--- src/rtl/udp_echo_app_pkg.sv ---
// Shared types and widths for the UDP echo app.
// Holds the TX control state encoding and the flit mux select.
package udp_echo_app_pkg;

  localparam int NOC_DATA_BYTES   = 64;
  localparam int NOC_DATA_BYTES_W = 6;
  localparam int MSG_LENGTH_WIDTH = 8;
  localparam int UDP_LENGTH_W     = 16;

  typedef enum logic [2:0] {
    READY,
    HDR_FLIT,
    META_FLIT,
    DATA_PASSTHRU
  } out_state_e;

  typedef enum logic [1:0] {
    HDR  = 2'd0,
    META = 2'd1,
    DATA = 2'd2
  } flit_sel_e;

endpackage

--- src/rtl/udp_echo_app_out_ctrl.sv ---
// TX control FSM: emits header, meta, then data flits to the UDP TX engine.
// Ports: descriptor handshake, source data handshake, NoC val/rdy, mux select, stats.
module udp_echo_app_out_ctrl
  import udp_echo_app_pkg::*;
(
  input  logic                        clk,
  input  logic                        rst,
  input  logic                        hdr_meta_val,
  output logic                        hdr_meta_rdy,
  input  logic                        src_data_val,
  output logic                        src_data_rdy,
  output logic                        udp_app_out_noc0_vrtoc_val,
  input  logic                        noc0_vrtoc_udp_app_out_rdy,
  output logic [1:0]                  out_flit_sel,
  input  logic [MSG_LENGTH_WIDTH-1:0] total_flits,
  input  logic [UDP_LENGTH_W-1:0]     data_length,
  output logic                        out_done,
  output logic                        app_stats_do_log,
  output logic                        app_stats_incr_bytes_sent,
  output logic [NOC_DATA_BYTES_W:0]   app_stats_num_bytes_sent
);

  localparam logic [NOC_DATA_BYTES_W:0] FULL_BYTES =
    (NOC_DATA_BYTES_W+1)'(NOC_DATA_BYTES);

  out_state_e                  state_q, state_d;
  logic [MSG_LENGTH_WIDTH-1:0] cnt_q, cnt_d;
  logic                        do_log_q, do_log_d;

  logic      meta_rdy_c, src_rdy_c, val_c;
  logic      done_c, incr_c;
  flit_sel_e sel_c;
  logic      noc_rdy, last_flit;

  logic [NOC_DATA_BYTES_W-1:0] tail_bytes;
  logic [NOC_DATA_BYTES_W:0]   num_bytes_c;
  logic                        unused_len;

  assign noc_rdy    = noc0_vrtoc_udp_app_out_rdy;
  assign last_flit  = (cnt_q == total_flits);
  assign tail_bytes = data_length[NOC_DATA_BYTES_W-1:0];
  assign unused_len = ^data_length[UDP_LENGTH_W-1:NOC_DATA_BYTES_W];

  // A partial last flit reports its remainder; an exact multiple reports full.
  assign num_bytes_c = (last_flit && (tail_bytes != '0))
                     ? {1'b0, tail_bytes}
                     : FULL_BYTES;

  always_ff @(posedge clk or posedge rst) begin
    if (rst) begin
      state_q  <= READY;
      cnt_q    <= '0;
      do_log_q <= 1'b0;
    end else begin
      state_q  <= state_d;
      cnt_q    <= cnt_d;
      do_log_q <= do_log_d;
    end
  end

  always_comb begin
    state_d    = state_q;
    cnt_d      = cnt_q;
    do_log_d   = do_log_q;
    meta_rdy_c = 1'b0;
    src_rdy_c  = 1'b0;
    val_c      = 1'b0;
    done_c     = 1'b0;
    incr_c     = 1'b0;
    sel_c      = HDR;
    case (state_q)
      READY: begin
        meta_rdy_c = 1'b1;
        cnt_d      = '0;
        if (hdr_meta_val) begin
          do_log_d = 1'b1;
          state_d  = HDR_FLIT;
        end
      end
      HDR_FLIT: begin
        val_c = 1'b1;
        if (noc_rdy) begin
          cnt_d   = MSG_LENGTH_WIDTH'(1);
          state_d = META_FLIT;
        end
      end
      META_FLIT: begin
        val_c = 1'b1;
        sel_c = META;
        if (noc_rdy) begin
          cnt_d = cnt_q + 1'b1;
          if (last_flit) begin
            done_c  = 1'b1;
            cnt_d   = '0;
            state_d = READY;
          end else begin
            state_d = DATA_PASSTHRU;
          end
        end
      end
      DATA_PASSTHRU: begin
        sel_c     = DATA;
        val_c     = src_data_val;
        src_rdy_c = noc_rdy;
        if (src_data_val && noc_rdy) begin
          incr_c = 1'b1;
          cnt_d  = cnt_q + 1'b1;
          if (last_flit) begin
            done_c  = 1'b1;
            cnt_d   = '0;
            state_d = READY;
          end
        end
      end
      default: begin
        state_d    = out_state_e'(3'bxxx);
        cnt_d      = 'x;
        do_log_d   = 1'bx;
        meta_rdy_c = 1'bx;
        src_rdy_c  = 1'bx;
        val_c      = 1'bx;
        done_c     = 1'bx;
        incr_c     = 1'bx;
        sel_c      = flit_sel_e'(2'bxx);
      end
    endcase
  end

  // Reset forces every output low, including READY's hdr_meta_rdy.
  assign hdr_meta_rdy               = meta_rdy_c & ~rst;
  assign src_data_rdy               = src_rdy_c & ~rst;
  assign udp_app_out_noc0_vrtoc_val = val_c & ~rst;
  assign out_flit_sel               = rst ? 2'd0 : sel_c;
  assign out_done                   = done_c & ~rst;
  assign app_stats_do_log           = do_log_q & ~rst;
  assign app_stats_incr_bytes_sent  = incr_c & ~rst;
  assign app_stats_num_bytes_sent   = rst ? '0 : num_bytes_c;

endmodule

--- config.mk ---
export PLATFORM = sky130hd
export DESIGN_NAME = udp_echo_app_out_ctrl
export DESIGN_NICKNAME = d
export VERILOG_FILES = /design/src/rtl/udp_echo_app_pkg.sv /design/src/rtl/udp_echo_app_out_ctrl.sv
export SDC_FILE = /design/constraint.sdc
export NUM_CORES = 1
export LEC_CHECK = 0
export BUFFER_PORTS_ARGS = -buffer_cell sky130_fd_sc_hd__buf_4
export CORE_AREA = 8 8 55 57
export CTS_BUF_LIST = sky130_fd_sc_hd__clkbuf_16
export DETAILED_ROUTE_END_ITERATION = 10
export DIE_AREA = 0 0 63 65
export GPL_ROUTABILITY_DRIVEN = 0
export PLACE_DENSITY = 0.75
export RECOVER_POWER = 50
export SYNTH_ARGS = -nofsm -noshare
export SYNTH_HDL_FRONTEND = slang
export SYNTH_SLANG_ARGS = --single-unit
--- constraint.sdc ---
create_clock -name clk -period 1.8 [get_ports clk]
set_input_delay 0 -clock clk [delete_from_list [all_inputs] [get_ports clk]]
set_output_delay 0 -clock clk [all_outputs]
set_load 0.05 [all_outputs]
== Word level (Yosys, flattened, before mapping) ==
Cells that the tools add are included.

* Bitwise operators: 8
* Add/sub/neg operators: 1
* Mux-type cells: 27
* Reduce and logical (&&, ||, !) cells: 11
* Equal/unequal tests: 9

{| class="wikitable"
|+ Operator list
! operator !! number
|-
| $mux 8 || 4
|-
| $pmux 8 s4 || 1
|-
| $mux 3 || 5
|-
| $mux 7 || 2
|-
| $pmux 3 s4 || 1
|-
| $ne 2x2->1 const B || 5
|-
| $add 8x1->8 const B || 1
|-
| $eq 8x8->1 || 1
|-
| $and 1x1->1 || 6
|-
| $eq 3x2->1 const B || 2
|-
| $mux 1 || 6
|-
| $pmux 1 s2 || 3
|-
| $pmux 1 s3 || 2
|-
| $pmux 2 s3 || 1
|-
| $reduce_bool 6->1 || 1
|-
| $reduce_or 3->1 || 2
|-
| $reduce_and 5->1 || 1
|-
| $mux 2 || 2
|-
| $reduce_or 2->1 || 2
|-
| $eq 3x1->1 const B || 1
|-
| $logic_not 3->1 || 1
|-
| $reduce_and 3->1 || 1
|-
| $logic_and 1x1->1 || 2
|-
| $not 1->1 || 2
|-
| $reduce_and 2->1 || 1
|}

* Bits in registers: 12
* Word-level logic and storage cells: 59

== Depth between registers and ports, before layout ==
Gate-level depths: netlist of run 1.

* Depth in word-level cells: 5
* Mapped depth: 8
* Depth with buffers taken out: 7

== Worst setup path before layout of run 1 ==
No wires, ideal clock.

* Path kind: flip-flop to output port
* Start: register state_q[1]
* End: output port app_stats_incr_bytes_sent
* Path buffers: 0
* Cell stages (with the launch flop): 4
* Setup slack: -0.195 ns
* Data required time: 1.800 ns
* Arrival: 1.995 ns
* Path through: dfrtp_1 > ha_1 > nor2b_1 > and3_1

* Cells in the longest elaborated chain, start to end: 4

{| class="wikitable"
|+ RTL lines
! what !! RTL line !! source
|-
| start, declared || udp_echo_app_out_ctrl.sv:26 || <nowiki>out_state_e state_q, state_d;</nowiki>
|-
| start signal, assigned || udp_echo_app_out_ctrl.sv:55 || <nowiki>state_q <= state_d;</nowiki>
|-
| $eq 3x2->1 (tied with other cells) || udp_echo_app_out_ctrl.sv:71 || <nowiki>case (state_q)</nowiki>
|-
| $reduce_or 3->1 (no source line) || -- ||
|-
| $pmux 1 s2 (*) || udp_echo_app_out_ctrl.sv:71 ||
|-
| $and 1x1->1 (*) || udp_echo_app_out_ctrl.sv:136 || <nowiki>assign app_stats_incr_bytes_sent = incr_c & ~rst;</nowiki>
|-
| end, declared || udp_echo_app_out_ctrl.sv:19 || <nowiki>output logic app_stats_incr_bytes_sent,</nowiki>
|}

Every way passes the cells marked *; elsewhere a longest branch is shown, timed or not.

== Worst setup path after layout of run 1 ==
* Start: register cnt_q[6]
* End: output port out_done

* Cells in the longest elaborated chain, start to end: 5

{| class="wikitable"
|+ RTL lines
! what !! RTL line !! source
|-
| start, declared || udp_echo_app_out_ctrl.sv:27 || <nowiki>logic [MSG_LENGTH_WIDTH-1:0] cnt_q, cnt_d;</nowiki>
|-
| start signal, assigned || udp_echo_app_out_ctrl.sv:56 || <nowiki>cnt_q <= cnt_d;</nowiki>
|-
| $eq 8x8->1 (*) || udp_echo_app_out_ctrl.sv:40 || <nowiki>assign last_flit = (cnt_q == total_flits);</nowiki>
|-
| $mux 1 (*) || udp_echo_app_out_ctrl.sv:92, udp_echo_app_out_ctrl.sv:108 ||
|-
| $mux 1 (on tied branches) || udp_echo_app_out_ctrl.sv:105, udp_echo_app_out_ctrl.sv:90 ||
|-
| $pmux 1 s3 (*) || udp_echo_app_out_ctrl.sv:71 ||
|-
| $and 1x1->1 (*) || udp_echo_app_out_ctrl.sv:134 || <nowiki>assign out_done = done_c & ~rst;</nowiki>
|-
| end, declared || udp_echo_app_out_ctrl.sv:17 || <nowiki>output logic out_done,</nowiki>
|}

Marks and branches as above.

==> results of run 1 <==
-- layer usage --
metal,vias to the layer above,GRT usage,part of all wire
li1,497,-,-
met1,479,0.120,0.38
met3,2,0.0412,0.056
met4,0,0.0427,0.0076
met5,-,0,0
met2,29,0.243,0.56
-- cell usage in the layout (no fill, tap or decap), types with 4 or more instances in the layout --
cell type and n:
a21oi_2 4, a31oi_1 4, inv_1 10, nor2_1 7
ha_1 7, xor2_1 8, buf_6 8, buf_4 37
nand2_1 9, dfrtp_1 10, and2_1 6, nand3_1 5
-- through the flow --
step	TNS, ps	hold WS [ps]	power, µW	area, µm²	utilization
finish	-11.9	161	1740	1470	0.683
global route	-630	209	1870	1470	0.683
CTS	-20.6	223	1730	1410	0.655
detailed placement	0	92.7	1310	1260	0.588
global placement	0	78.1	1270	1260	0.588
floorplan	0	-148	991	937	-
-- where the power goes --
part	switching [µW]	internal, µW
Sequential	57.3	296
Combinational	584	406
Clock	109	292
-- worst reg2reg max path, stage by stage, from the launching register on --
cell,delay (ps)
dfrtp_1,400
xor2_1,170
nor4_2,340
nand2_2,140
buf_6,150
buf_4,130
a21oi_2,130
o22ai_1,80
-- state kept, by name (all words and copies together) (netlist names) --
| register | flops |
|---|---|
| cnt_q | 8 |
| state_q | 2 |
| do_log_q | 1 |
-- path summary, 6_finish.rpt --
path / from / to / slack (ps) / cells after the start
hold / removal: noc0_vrtoc_udp_app_out_rdy / cnt_q[5] / 160 / 4
setup reg to reg: cnt_q[6] / state_q[1] / 130 / 7
max in group asynchronous: rst / cnt_q[0] / 1090 / 3
hold reg to reg: do_log_q / do_log_q / 460 / 1
min in group asynchronous: rst / cnt_q[6] / 380 / 3
setup / recovery: cnt_q[6] / out_done / -10 / 6
-- timing repair --
action | in CTS | in global routing
endpoints found under the setup margin | 8 | 16
gates resized for setup | 4 | 12
pin swaps | 5 | 6
hold endpoints to repair | 12 | 0
cloned | 0 | 0
hold buffers | 2 | 0
buffers inserted | 4 | 3
-- final cells by class --
cell class                 count  area (µm²)
clock buffer                   3        75.1
timing repair buffer          50         410
clock inverter                 1        3.75
inverter                       9        33.8
sequential                    11         277
multi-input combinational     90         632
fill                         179         682
tap                           28        35.0
-- logic make-up after synthesis --
family	after synthesis	synth area share
flops	11	0.296
compound gates	22	0.163
xor+xnor	8	0.0754
simple gates	53	0.318
fa+ha+maj	7	0.0942
buf+inv	11	0.0538
==> run summary, run 1 <==
Biggest area consumer among synthesized cells: dfrtp_1
Clock transition at path regs: 40 ps
Layout cells sized above 1: 0.390
Failing checks: negative setup slack
Number of routed nets with antenna violations: 0
I/O Pins: 44
DRT Wirelength: 2770 µm
Yosys warning count: 0
Hold crit path type: in2reg
Drt first pass iters: 4
Pin count of the biggest net entering global routing: 12
Core area: 2150 µm²
Worst Setup End Kind: output pin
Global-route usage over all layers: 0.125
Post-synth EDFFs: 0
Leak pwr: 0.000694 µW
Row Count: 17
Dominant cells by area after synthesis: dfrtp_1 (30%), ha_1 (9.4%), xor2_1 (7.5%), and2_1 (4.7%), inv_1 (3.6%)
Pre-CTS setup slack: 30.2 ps
CP Data Required Time: 1800 ps
Post-synth top cells: dfrtp_1 (11), inv_1 (9), nand2_1 (9)
Final Skew: 3.74 ps
PwrDens: 1190 nW/µm²
Sink Count: 11
Initial Util: 0.433
Worst Path Arrival: 1810 ps
Final Slew Violations: 0
Total number of vias: 1007
Iteration-0 DRC Markers: 15
H-tree Lvls: 1
Top-count cell post-synth: dfrtp_1
Die X-Extent: 63 µm
Final Setup Violations: 1
Clock latency at the later pin of the worst-skew pair: 240 ps
CP cell instances: xor2_1 > nor4_2 > nand2_2 > nor2_4 > and4_1 > buf_6
Via density: 5.24
Fin worst setup slack: -11.9 ps
Worst slew pin tran: 602 ps
Period utilization: 1.01
Top cell type's share of synthesized area: 0.296
#FFs+latches synth: 11
CP max stage delay: 400 ps
FMAX: 552 MHz
# port buffers: 33
CP Max Fanout: 7
Die height: 65 µm
Dominant synthesized flop cell: dfrtp_1
Routed len/inst: 14.4 µm
Residual DRC count: 0
Overflow after GRT: 0
Max VDD drop: 0.000944 V
CTS max path bufs: 2
CTS Buf Count: 3
Asr flop ratio synth: 1.00
Initial antenna violation count: 0
# diodes: 0
Max-cap viol count: 0
Syn avg cell area: 8.30 µm²
RSZ-0062 raised after global routing: yes
Critical Path Start Type: flop
Die area: 4100 µm²
Clock root buffer: clkbuf_16
CP Class: reg2out
Vias in the first global route: 1048
Nets: 201
CTS tree: done
Layout overhead on the synthesized area: 57.7%
DP Cell Count: 179
Post-route insts no fill: 192
Critical path buffers and inverters: 1
Status: complete, but fails checks
Number of distinct library cells after synthesis: 35
Cell Area, Synth: 930 µm²
Min Tclk post-route: 1810 ps
Post-DP HPWL: 2170 µm
Hold Fails Final Rpt: 0
Slew HR: 0.601
Post-Syn Instances: 112
First-pass GRT wire length: 4340 µm
Mapped Nets: 148
Family with the most delay on the worst path: simple AND/OR/NAND/NOR gates
Slowest CP cell: dfrtp_1
Seq/Total Area, Yosys: 0.296
(Power assumes the default switching activity.)
==> run 2: changes to the inputs <==
--- a/config.mk
+++ b/config.mk
@@ -13,6 +13,7 @@
 export GPL_ROUTABILITY_DRIVEN = 0
 export PLACE_DENSITY = 0.75
 export RECOVER_POWER = 50
+export SETUP_SLACK_MARGIN = 0.1
 export SYNTH_ARGS = -nofsm -noshare
 export SYNTH_HDL_FRONTEND = slang
 export SYNTH_SLANG_ARGS = --single-unit
==> run summary, run 2 (same netlist as run 1, synthesis figures left out) <==
Sink Count: 11
Hold crit path type: in2reg
Global-route usage over all layers: 0.130
FMAX: 551 MHz
Slew HR: 0.601
Regs by FF count: cnt_q x8, state_q x2, do_log_q x1
Slowest CP cell: dfrtp_1
Most common cell after layout, fill and taps aside: buf_4
CTS max path bufs: 2
Worst slew pin tran: 602 ps
Layout overhead on the synthesized area: 60.6%
H-tree Lvls: 1
Number of flip-flops in the largest register: 8
Pwr Total: 1800 µW
CP max stage delay: 400 ps
Vias in the first global route: 1060
Critical path buffers and inverters: 1
Leak pwr: 0.000698 µW
Fin worst setup slack: -13.7 ps
Routed len/inst: 14.6 µm
Die X-Extent: 63 µm
Number of routed nets with antenna violations: 0
PwrDens: 1210 nW/µm²
Top reg by flops: cnt_q
Seq pwr share: 0.198
CTS tree: done
Status: complete, but fails checks
Failing checks: negative setup slack
Residual DRC count: 0
Final Skew: 3.69 ps
Pin count of the biggest net entering global routing: 12
Final Slew Violations: 0
I/O Pins: 44
First-pass GRT wire length: 4480 µm
DRT Wirelength: 2830 µm
Worst Path Arrival: 1810 ps
Overflow after GRT: 0
CP Data Required Time: 1800 ps
Iteration-0 DRC Markers: 23
CP Max Fanout: 7
Max VDD drop: 0.00103 V
Most frequent cells in the layout: buf_4 (36), inv_1 (10), buf_6 (10)
Net Sw Power: 778 µW
Min Tclk post-route: 1810 ps
Die height: 65 µm
CP Class: reg2out
Period utilization: 1.01
Worst Setup End Kind: output pin
RSZ-0062 raised after global routing: yes
Post-DP HPWL: 2170 µm
Clock transition at path regs: 40 ps
DP Cell Count: 179
Initial antenna violation count: 0
Initial Util: 0.433
Row Count: 17
Int Power: 1020 µW
Hold Fails Final Rpt: 0
Drt first pass iters: 4
CTS Buf Count: 3
Total number of vias: 1018
Family with the most delay on the worst path: simple AND/OR/NAND/NOR gates
Clock latency at the later pin of the worst-skew pair: 240 ps
# diodes: 0
Final Setup Violations: 1
Clock Power Share: 0.224
Combinational Power Share: 0.578
Nets: 202
Post-route insts no fill: 193
Clock root buffer: clkbuf_16
Critical Path Start Type: flop
Layout cells sized above 1: 0.430
CP cell instances: xor2_1 > nor4_2 > nand2_2 > nor2_4 > and4_1 > buf_6
Switching Fraction: 0.432
Core area: 2150 µm²
Die area: 4100 µm²
Via density: 5.27
Max-cap viol count: 0
# port buffers: 33
run 2: worst register-to-register path, stage by stage, from the launching register on:
cell,delay [ps]
dfrtp_1,400
xor2_1,170
nor4_2,340
nand2_2,150
buf_6,160
buf_6,110
a21oi_2,100
o22ai_1,90
run 2: final cells by class:
class	count	area [µm²]
clock buffers	3	75.1
clock inverters	1	3.75
fillers	176	656
inverters	9	33.8
multi-input cells	90	652
flip-flops and latches	11	278
well taps	28	35.0
repair buffers	51	415
run 2: path summary, 6_finish.rpt:
path	slack [ps]	depth (start not counted)	start	endpoint
max in group asynchronous	1100	3	rst	cnt_q[0]
max	-10	6	cnt_q[6]	out_done
min reg2reg	470	1	do_log_q	do_log_q
min	260	4	noc0_vrtoc_udp_app_out_rdy	cnt_q[0]
max reg2reg	150	7	cnt_q[6]	state_q[1]
min in group asynchronous	380	3	rst	cnt_q[6]
run 2: power groups by stage:
stage	clock network [µW]	logic [µW]	registers, µW
3_3_place_gp	0	924	350
2_1_floorplan	0	654	337
4_1_cts	407	996	352
5_1_grt	418	1140	365
3_5_place_dp	0	952	357
6_report	403	1040	357
run 2: what timing repair did:
| item | 4_1_cts | 5_1_grt |
|---|---|---|
| pin swaps | 5 | 12 |
| buffers inserted | 5 | 3 |
| endpoints found under the hold margin | 12 | 0 |
| endpoints found under the setup margin | 14 | 17 |
| hold buffers | 2 | 0 |
| resized for setup | 14 | 9 |
run 2: layer usage:
layer,routed length (µm),part of all wire,GRT usage
met3,141,0.050,0.0412
met4,0,0,0.0313
met1,1060,0.38,0.125
met2,1620,0.57,0.259
met5,0,0,0
run 2: metrics by stage:
stage / util / setup TNS, ps / hold WS [ps] / cell area, µm² / setup slack, ps
2_1_floorplan: - / 0 / -148 / 937 / 96.4
3_3_place_gp: 0.588 / 0 / 78.1 / 1260 / 93.2
3_5_place_dp: 0.588 / 0 / 92.7 / 1260 / 30.2
4_1_cts: 0.676 / -20.6 / 160 / 1450 / -20.6
5_1_grt: 0.695 / -494 / 282 / 1490 / -118
6_report: 0.695 / -13.7 / 262 / 1490 / -13.7
